File: src/rtl/uart_receiver.sv
// uart_receiver: serial-to-parallel UART receiver, LSB first, 1 stop bit.
// A 2-flop synchronizer feeds a baud counter and a small FSM that samples
// each bit at mid-period and presents the word on a valid/ready register.
// Optional feature: define UART_RX_PARITY_EN to add an even-parity bit
// between the data bits and the stop bit.
module uart_receiver #(
  parameter int CLKS_PER_BIT = 4096,
  parameter int DATA_BITS    = 8
) (
  input  logic                 clk,
  input  logic                 reset,
  input  logic                 uart_rxd_in,
  output logic [DATA_BITS-1:0] data_out,
  output logic                 data_valid,
  input  logic                 data_ready,
  output logic                 framing_error,
  output logic                 overrun,
  output logic                 parity_error,
  output logic                 busy
);

  localparam int CNT_W = $clog2(CLKS_PER_BIT);
  localparam int IDX_W = $clog2(DATA_BITS);
  localparam logic [CNT_W-1:0] CNT_LAST = CNT_W'(CLKS_PER_BIT - 1);
  localparam logic [CNT_W-1:0] CNT_HALF = CNT_W'(CLKS_PER_BIT / 2);
  localparam logic [IDX_W-1:0] IDX_LAST = IDX_W'(DATA_BITS - 1);

  typedef enum logic [2:0] {
    IDLE,
    START,
    DATA,
    STOP,
    BREAK
`ifdef UART_RX_PARITY_EN
    , PARITY
`endif
  } state_t;

  state_t               state;
  logic                 rx_meta;
  logic                 rx_s;
  logic [CNT_W-1:0]     bit_cnt;
  logic [IDX_W-1:0]     bit_idx;
  logic [DATA_BITS-1:0] shift_reg;
  logic                 strobe;
`ifdef UART_RX_PARITY_EN
  logic                 par_bad;
`endif

  // Sample strobe at the terminal count of the baud counter.
  assign strobe = (bit_cnt == CNT_LAST);

  // Two-flop synchronizer; resets to the idle-high line level so reset
  // release never looks like a start bit.
  always_ff @(posedge clk) begin
    if (reset) begin
      rx_meta <= 1'b1;
      rx_s    <= 1'b1;
    end else begin
      // NOTE: non-blocking assignments make rx_s take the old rx_meta,
      // giving two real flop stages regardless of statement order.
      rx_meta <= uart_rxd_in;
      rx_s    <= rx_meta;
    end
  end

  // Receive FSM, baud counter, shift register and registered outputs.
  always_ff @(posedge clk) begin
    if (reset) begin
      state         <= IDLE;
      bit_cnt       <= '0;
      bit_idx       <= '0;
      shift_reg     <= '0;
      data_out      <= '0;
      data_valid    <= 1'b0;
      framing_error <= 1'b0;
      overrun       <= 1'b0;
      busy          <= 1'b0;
`ifdef UART_RX_PARITY_EN
      parity_error  <= 1'b0;
      par_bad       <= 1'b0;
`endif
    end else begin
      framing_error <= 1'b0;
      overrun       <= 1'b0;
`ifdef UART_RX_PARITY_EN
      parity_error  <= 1'b0;
`endif

      // Handshake; a word load later in this block takes priority.
      if (data_valid && data_ready) begin
        data_valid <= 1'b0;
      end

      // Baud counter free-runs only while a frame is in progress.
      if (state != IDLE && state != BREAK) begin
        bit_cnt <= strobe ? '0 : bit_cnt + CNT_W'(1);
      end

      case (state)
        IDLE: begin
          if (!rx_s) begin
            state   <= START;
            bit_cnt <= CNT_HALF;
            busy    <= 1'b1;
          end
        end

        START: begin
          if (strobe) begin
            if (!rx_s) begin
              state   <= DATA;
              bit_idx <= '0;
            end else begin
              state <= IDLE;
              busy  <= 1'b0;
            end
          end
        end

        DATA: begin
          if (strobe) begin
            shift_reg <= {rx_s, shift_reg[DATA_BITS-1:1]};
            bit_idx   <= bit_idx + IDX_W'(1);
            if (bit_idx == IDX_LAST) begin
`ifdef UART_RX_PARITY_EN
              state <= PARITY;
`else
              state <= STOP;
`endif
            end
          end
        end

`ifdef UART_RX_PARITY_EN
        PARITY: begin
          if (strobe) begin
            par_bad <= ^{shift_reg, rx_s};
            state   <= STOP;
          end
        end
`endif

        STOP: begin
          if (strobe) begin
            if (!rx_s) begin
              framing_error <= 1'b1;
              state         <= BREAK;
            end else begin
              state <= IDLE;
              busy  <= 1'b0;
`ifdef UART_RX_PARITY_EN
              if (par_bad) begin
                parity_error <= 1'b1;
              end else begin
                data_out   <= shift_reg;
                data_valid <= 1'b1;
                overrun    <= data_valid && !data_ready;
              end
`else
              data_out   <= shift_reg;
              data_valid <= 1'b1;
              overrun    <= data_valid && !data_ready;
`endif
            end
          end
        end

        BREAK: begin
          if (rx_s) begin
            state <= IDLE;
            busy  <= 1'b0;
          end
        end

        default: begin
          state <= IDLE;
          busy  <= 1'b0;
        end
      endcase
    end
  end

`ifndef UART_RX_PARITY_EN
  assign parity_error = 1'b0;
`endif

endmodule

File: config.mk
export PLATFORM = sky130hd
export DESIGN_NAME = uart_receiver
export DESIGN_NICKNAME = d
export VERILOG_FILES = /design/src/rtl/uart_receiver.sv
export SDC_FILE = /design/constraint.sdc
export NUM_CORES = 1
export LEC_CHECK = 0
export CORE_MARGIN = 10
export CORE_UTILIZATION = 45
export CTS_CLUSTER_SIZE = 12
export DETAILED_ROUTE_END_ITERATION = 6
export PLACE_DENSITY = 0.75
export SKIP_CTS_REPAIR_TIMING = 1
export SLEW_MARGIN = 20
export SYNTH_ARGS = -nofsm -noshare
export SYNTH_HDL_FRONTEND = slang
export SYNTH_SLANG_ARGS = --single-unit
File: constraint.sdc
create_clock -name clk -period 2.04 [get_ports clk]
set_clock_uncertainty 0.1 [all_clocks]
set_input_delay 0.306 -clock clk [delete_from_list [all_inputs] [get_ports clk]]
set_output_delay 0.306 -clock clk [all_outputs]
set_load 0.02 [all_outputs]
==> metrics.md, run 1 <==
| Metric | Value |
|---|---|
| Outcome | complete, no violations |
| Port Buffer Count | 15 |
| Residual DRC count | 0 |
| Max FFs per register | 12 |
| Biggest area consumer among synthesized cells | dfxtp_1 |
| Critical Path RT | ~2.2 ns |
| Wire per inst | approximately 13 µm |
| Min Tclk post-route | about 1.8 ns |
| VDD IR-drop max | 0.455 mV |
| Final GP Congestion | 0.832 |
| Post-synth EDFFs | 0 |
| 1st-pass router iterations | 4 |
| Worst path arrival time | 1.90 ns |
| Most common cell in the netlist | dfxtp_1 |
| Syn avg cell area | 9.48 µm² |
| Compound-gate portion of the synthesized area | under 10% |
| Area of the multi-input gates | between 800 and 900 µm² |
| Met2 wire length | between 1000 and 1500 µm |
| Via density | ~5.3 |
| Top sig layer | met4 |
| Fin util | 55.9% |
| Overall Power | 0.00149 W |
| Synth Area in Adders | 2.14% |
| Met3 wire length | 194 µm |
| Drt total wl | about 3200 µm |
| Main combinational cell family by area after synthesis | simple AND/OR/NAND/NOR gates |
| Maximum buffer depth of the clock tree | 2 |
| Total gr overflow | 0 |
| Mapped Area | 1750 µm² |
| Worst Setup Slack post-DPL | 0.265 ns |
| CTS Sinks | 40 |
| Synthesis-stage register bit count | 40 |
| Final Hold Viols | 0 |
| Largest net degree at the start of global routing | 29 |
| Fin Setup TNS | 0 ns |
| Hold Path Class | flip-flop to flip-flop |
| Core Footprint | approximately 3700 µm² |
| Vias in the first global route | 1270 |
| Top cells by count, synth | 40 x dfxtp_1, 31 x nor2_1, 17 x mux2i_1 |
| Final setup fails | 0 |
| RSZ-0062 raised after global routing | no |
| Sequential standard cell area | ~800 µm² |
| Share of the synthesized area in the top cell type | between 40% and 50% |
| First-pass GRT wire length | 5640 µm |
| Die X | between 80 and 90 µm |
| Slew Viols, Final | 0 |
| FP Rows | 22 |
| Layout cells sized above 1 | 11.3% |
| Worst slew pin tran | 0.526 ns |
| Antenna violations before repair | 0 |
| Post-synth cell types | 43 |
| FILL cells | 349 |
| Post-Syn Instances | around 190 |
| Period utilisation layout | 87.2% |
| Count of yosys warnings during synthesis | 0 |
| Synthesized net count | ~190 |
| Hold Slack | 0.323 ns |
| Post-route ant nets | 0 |
| DR iter-0 viols | 132 |
| IO Count | 17 |
| Root Buffer | clkbuf_8 |
| Max-Cap Viols | 0 |
| Starting Density | 47.2% |
| Static leakage | approximately 0.76 nW |
| Final nets | 209 |
| Pwr Density | 718 nW/µm² |
| Worst setup margin | 0.262 ns |
| Clock Latency Late Sink | 0.30 ns |
| Crit Path Max Fanout | 5 |
| Post-DP HPWL | 2240 µm |
| Startpoint types | flip-flop |
| Slew headroom | 64.7% |
| Htree depth | 2 |
| CTS Buf Count | 5 |
| Die span in y | 82.4 µm |
| Register area share after synthesis | a little under half |
| Critical Path End Type | flip-flop |
| Mux share of post-synthesis cell area | under 10% |
| DR vias | around 1300 |
| Synth Area in XOR/XNOR | 4.49% |
| Reg clk slew, reported paths | 0.08 ns |
| Crit Path Class | flip-flop to flip-flop |
| Fmax | 562 MHz |
| Syn-to-layout area delta | 18.5% |
| CTS tree | built |
| Top post-synthesis cells by area | dfxtp_1 46%, mux2i_1 9.7%, nor2_1 6.6% |
| GRT Util Overall | 10.5% |
| ANT cells | 0 |
| M1 wire length | 1550 µm |
| Async SR Flop Fraction | 0% |
| Top_reg_cell synth | dfxtp_1 |
| Die area | just under 7000 µm² |
| Simple-Gate Fraction of Synth Area | 26.0% |
[final timing paths]
kind	cells past startpoint	startpoint	to	slack, ns
max	5	bit_cnt[0]	overrun	0.26
min	1	rx_meta	rx_s	0.32
max reg2reg	5	bit_cnt[0]	overrun	0.26
min reg2reg	1	rx_meta	rx_s	0.32
[power by group]
part            total, W  leakage (nW)  internal (W)  switching, W
Clock           0.000653        0.0583      0.000368      0.000284
Sequential      0.000797         0.323      0.000787     0.0000102
Combinational  0.0000436         0.383     0.0000189     0.0000247
Total            0.00149         0.764       0.00117      0.000319
[per-layer routing]
layer	GRT usage, %	vias to the layer above
li1	-	684
met1	12.9	613
met2	15.6	25
met3	3.56	6
met4	6.46	0
met5	0	-
[placed cells by master (no fill, tap or decap), types with 4 or more instances in the layout]
| cell type | count |
|---|---|
| a21oi_1 | 7 |
| buf_4 | 6 |
| clkbuf_8 | 5 |
| clkdlybuf4s50_1 | 15 |
| dfxtp_1 | 40 |
| mux2i_1 | 17 |
| nand2_1 | 4 |
| nand3_1 | 5 |
| nand4_1 | 5 |
| nor2_1 | 31 |
| nor3_1 | 5 |
| o21ai_0 | 7 |
| xor2_1 | 7 |
[per-stage QoR]
stage          area, µm²  cells
2_1_floorplan       1750    185
3_3_place_gp        1960    243
3_5_place_dp        1960    243
4_1_cts             2080    251
5_1_grt             2080    251
6_report            2080    251
[cell families (layout without fill, tap and decap cells)]
family	count (synthesis)	in the layout
other cells	1	1
buf+inv	13	31
simple gates	78	78
mux	17	17
xor+xnor	9	9
fa+ha+maj	3	3
compound gates	24	24
flops	40	40
[final cells by class]
| type | instances | share of cell area (%) |
|---|---|---|
| Inverter | 2 | 0.361 |
| Tap cell | 48 | 2.89 |
| Clock inverter | 3 | 2.29 |
| Sequential cell | 40 | 38.5 |
| Multi-Input combinational cell | 132 | 43.2 |
| Clock buffer | 5 | 3.31 |
| Timing Repair Buffer | 21 | 9.39 |
[critical path, stage by stage, from the launching register on]
cell and delay [ns]:
dfxtp_1 0.39, ha_1 0.22, nand3_1 0.19, or3_1 0.41
or2_1 0.26, nor3_1 0.15
(Power assumes the default switching activity.)
==> run 2, diff against run 1 <==
--- a/config.mk
+++ b/config.mk
@@ -9,8 +9,8 @@
 export CORE_UTILIZATION = 45
 export CTS_CLUSTER_SIZE = 12
 export DETAILED_ROUTE_END_ITERATION = 6
+export GPL_TIMING_DRIVEN = 0
 export PLACE_DENSITY = 0.75
-export SKIP_CTS_REPAIR_TIMING = 1
 export SLEW_MARGIN = 20
 export SYNTH_ARGS = -nofsm -noshare
 export SYNTH_HDL_FRONTEND = slang
==> metrics.md, run 2 (same netlist as run 1, synthesis figures left out) <==
| Metric | Value |
|---|---|
| Outcome | complete, no violations |
| Worst setup margin | 0.130 ns (-0.132 ns) |
| Post-route ant nets | 0 (unchanged) |
| Hold path cells | 1 (unchanged) |
| Vias in the first global route | 1205 (-5.1%) |
| Crit Path Class | flip-flop to flip-flop |
| Worst path arrival time | 2.03 ns (+0.13 ns) |
| R2R Path End | overrun |
| Most common cell after layout, fill and taps aside | dfxtp_1 |
| Static leakage | 0.773 nW (+1.2%) |
| Dpl cells | 248 (+2.1%) |
| GRT Util Overall | 11.1% (+0.56 points) |
| Layout Cells excl Fill | 259 (+3.2%) |
| Drt total wl | 3520 µm (+10%) |
| CTS tree | built |
| CP peak stage delay | 0.43 ns (+0.02 ns) |
| Wire per inst | 13.6 µm (+6.6%) |
| Syn-to-layout area delta | 20.6% |
| VDD IR-drop max | 0.476 mV (+4.6%) |
| Clock Latency Late Sink | 0.30 ns (about the same) |
| Final nets | 217 (+3.8%) |
| Final GP Congestion | 0.814 (-2.1%) |
| Slowest-stage cell, CP | or3_1 |
| Fin util | 56.9% (+1.0 points) |
| Die X | 82.4 µm (unchanged) |
| DR vias | 1392 (+4.8%) |
| Total gr overflow | 0 (unchanged) |
| Area of the multi-input gates | 903 µm² (+0.56%) |
| First-pass GRT wire length | 5760 µm (+2.2%) |
| Die area | 6800 µm² (unchanged) |
| Startpoint types | flip-flop |
| Reg clk slew, reported paths | 0.08 ns (about the same) |
| Reg-to-Reg Start | bit_cnt[0] |
| Critical Path End Type | flip-flop |
| Pwr Density | 704 nW/µm² (-2.0%) |
| Residual DRC count | 0 (unchanged) |
| Final setup fails | 0 (unchanged) |
| RSZ-0062 raised after global routing | no |
| Reg2reg path depth | 5 (unchanged) |
| ANT cells | 0 (unchanged) |
| Maximum buffer depth of the clock tree | 2 (unchanged) |
| CTS Sinks | 40 (unchanged) |
| Die span in y | 82.4 µm (unchanged) |
| Layout cells sized above 1 | 11.4% (+0.044 points) |
| Commonest cells after routing, fill and taps aside | 40 x dfxtp_1, 31 x nor2_1, 17 x mux2i_1 |
| Fmax | 524 MHz (-6.9%) |
| CP bufs+invs | 0 (unchanged) |
| CTS Hold Bufs | 0 |
| FP Rows | 22 (unchanged) |
| HP Start | rx_meta |
| Crit Path Max Fanout | 5 (unchanged) |
| Worst hold endpoint | rx_s |
| Via density | 5.37 (+1.6%) |
| Min Tclk post-route | 1.91 ns (+0.132 ns) |
| Port Buffer Count | 15 (unchanged) |
| Antenna violations before repair | 0 (unchanged) |
| Final Hold Viols | 0 (unchanged) |
| Max FFs per register | 12 (unchanged) |
| Slew Viols, Final | 0 (unchanged) |
| Worst-path cell chain | ha_1, nand3_1, or3_1, or2_1, nor3_1 |
| Max-Cap Viols | 0 (unchanged) |
| Core Footprint | 3720 µm² (unchanged) |
| Largest net degree at the start of global routing | 14 (-52%) |
| DR iter-0 viols | 107 (-19%) |
| 1st-pass router iterations | 4 (unchanged) |
| IO Count | 17 (unchanged) |
| Sequential standard cell area | 801 µm² (unchanged) |
| R2R Setup Slk | 0.13 ns (-0.13 ns) |
| CP top delay family | simple AND/OR/NAND/NOR gates |
| Post-DP HPWL | 2370 µm (+5.8%) |
| Worst Setup Slack post-DPL | 0.0147 ns (-0.250 ns) |
| Htree depth | 2 (unchanged) |
| Starting Density | 47.2% (unchanged) |
| Period utilisation layout | 93.6% (+6.5 points) |
| CTS Buf Count | 5 (unchanged) |
| Root Buffer | clkbuf_8 |
| FILL cells | 352 (+0.86%) |
| Fin Setup TNS | 0 ns (unchanged) |
| Critical Path RT | 2.16 ns (about the same) |
| Hold Path Class | flip-flop to flip-flop |
[run 2: cell types whose count changed in the layout (fill, tap and decap cells not counted)]
cell and delta:
buf_4 -3, nor3_2 +1, buf_2 +2, clkbuf_1 +8, clkinvlp_4 +1, buf_12 +1, clkinv_4 -2, clkinv_2 +1
nor3_1 -1
[run 2: worst reg2reg max path: stages, from the launching register on]
cell and delay [ns]:
dfxtp_1 0.40, ha_1 0.24, nand3_1 0.22, or3_1 0.43, or2_1 0.26, nor3_1 0.18
[run 2: worst max path at each step]
stage	start	end	slack, ns	depth (start not counted)
floorplan	bit_cnt[0]	data_out[6]	0.26	5
global placement	bit_cnt[0]	data_out[0]	0.01	5
detailed placement	bit_cnt[0]	data_out[0]	0.01	5
CTS	bit_cnt[0]	shift_reg[0]	0.04	5
global route	bit_cnt[0]	overrun	0.02	5
finish	bit_cnt[0]	overrun	0.13	5
[run 2: area by class of cell]
type | count | share of cell area [%]
inverter | 2 | 0.355
multi-input combinational | 132 | 42.7
buffer | 11 | 2.25
timing repair buffer | 18 | 8.75
sequential | 40 | 37.8
clock inverter | 3 | 2.01
tap | 48 | 2.84
clock buffer | 5 | 3.25
[run 2: repair_timing]
| action | 4_1_cts | 5_1_grt |
|---|---|---|
| buffers inserted | 2 | 1 |
| pin swaps | 1 | 1 |
| gates resized for setup | 0 | 1 |
| endpoints found under the setup margin | 8 | 11 |
[run 2: where the power goes]
part / internal [W] / total [W] / switching [W]
Sequential: 0.000787 / 0.000793 / 0.00000607
Clock: 0.000362 / 0.000644 / 0.000282
Combinational: 0.0000212 / 0.0000529 / 0.0000317
[run 2: through the flow]
step	hold slack (ns)	area (µm²)	total power, W
CTS	0.333	2090	0.00150
finish	0.326	2120	0.00149
detailed placement	0.313	1960	0.000864
global placement	0.302	1960	0.000863
floorplan	0.289	1750	0.000845
global route	0.349	2120	0.00155
[run 2: per-layer routing]
metal,track usage (%),vias up,share of wire [%]
met1,13.8,652,47
met2,15.6,32,45
met5,0,-,0
met4,6.63,0,2.3
li1,-,703,-
met3,4.64,5,6.2
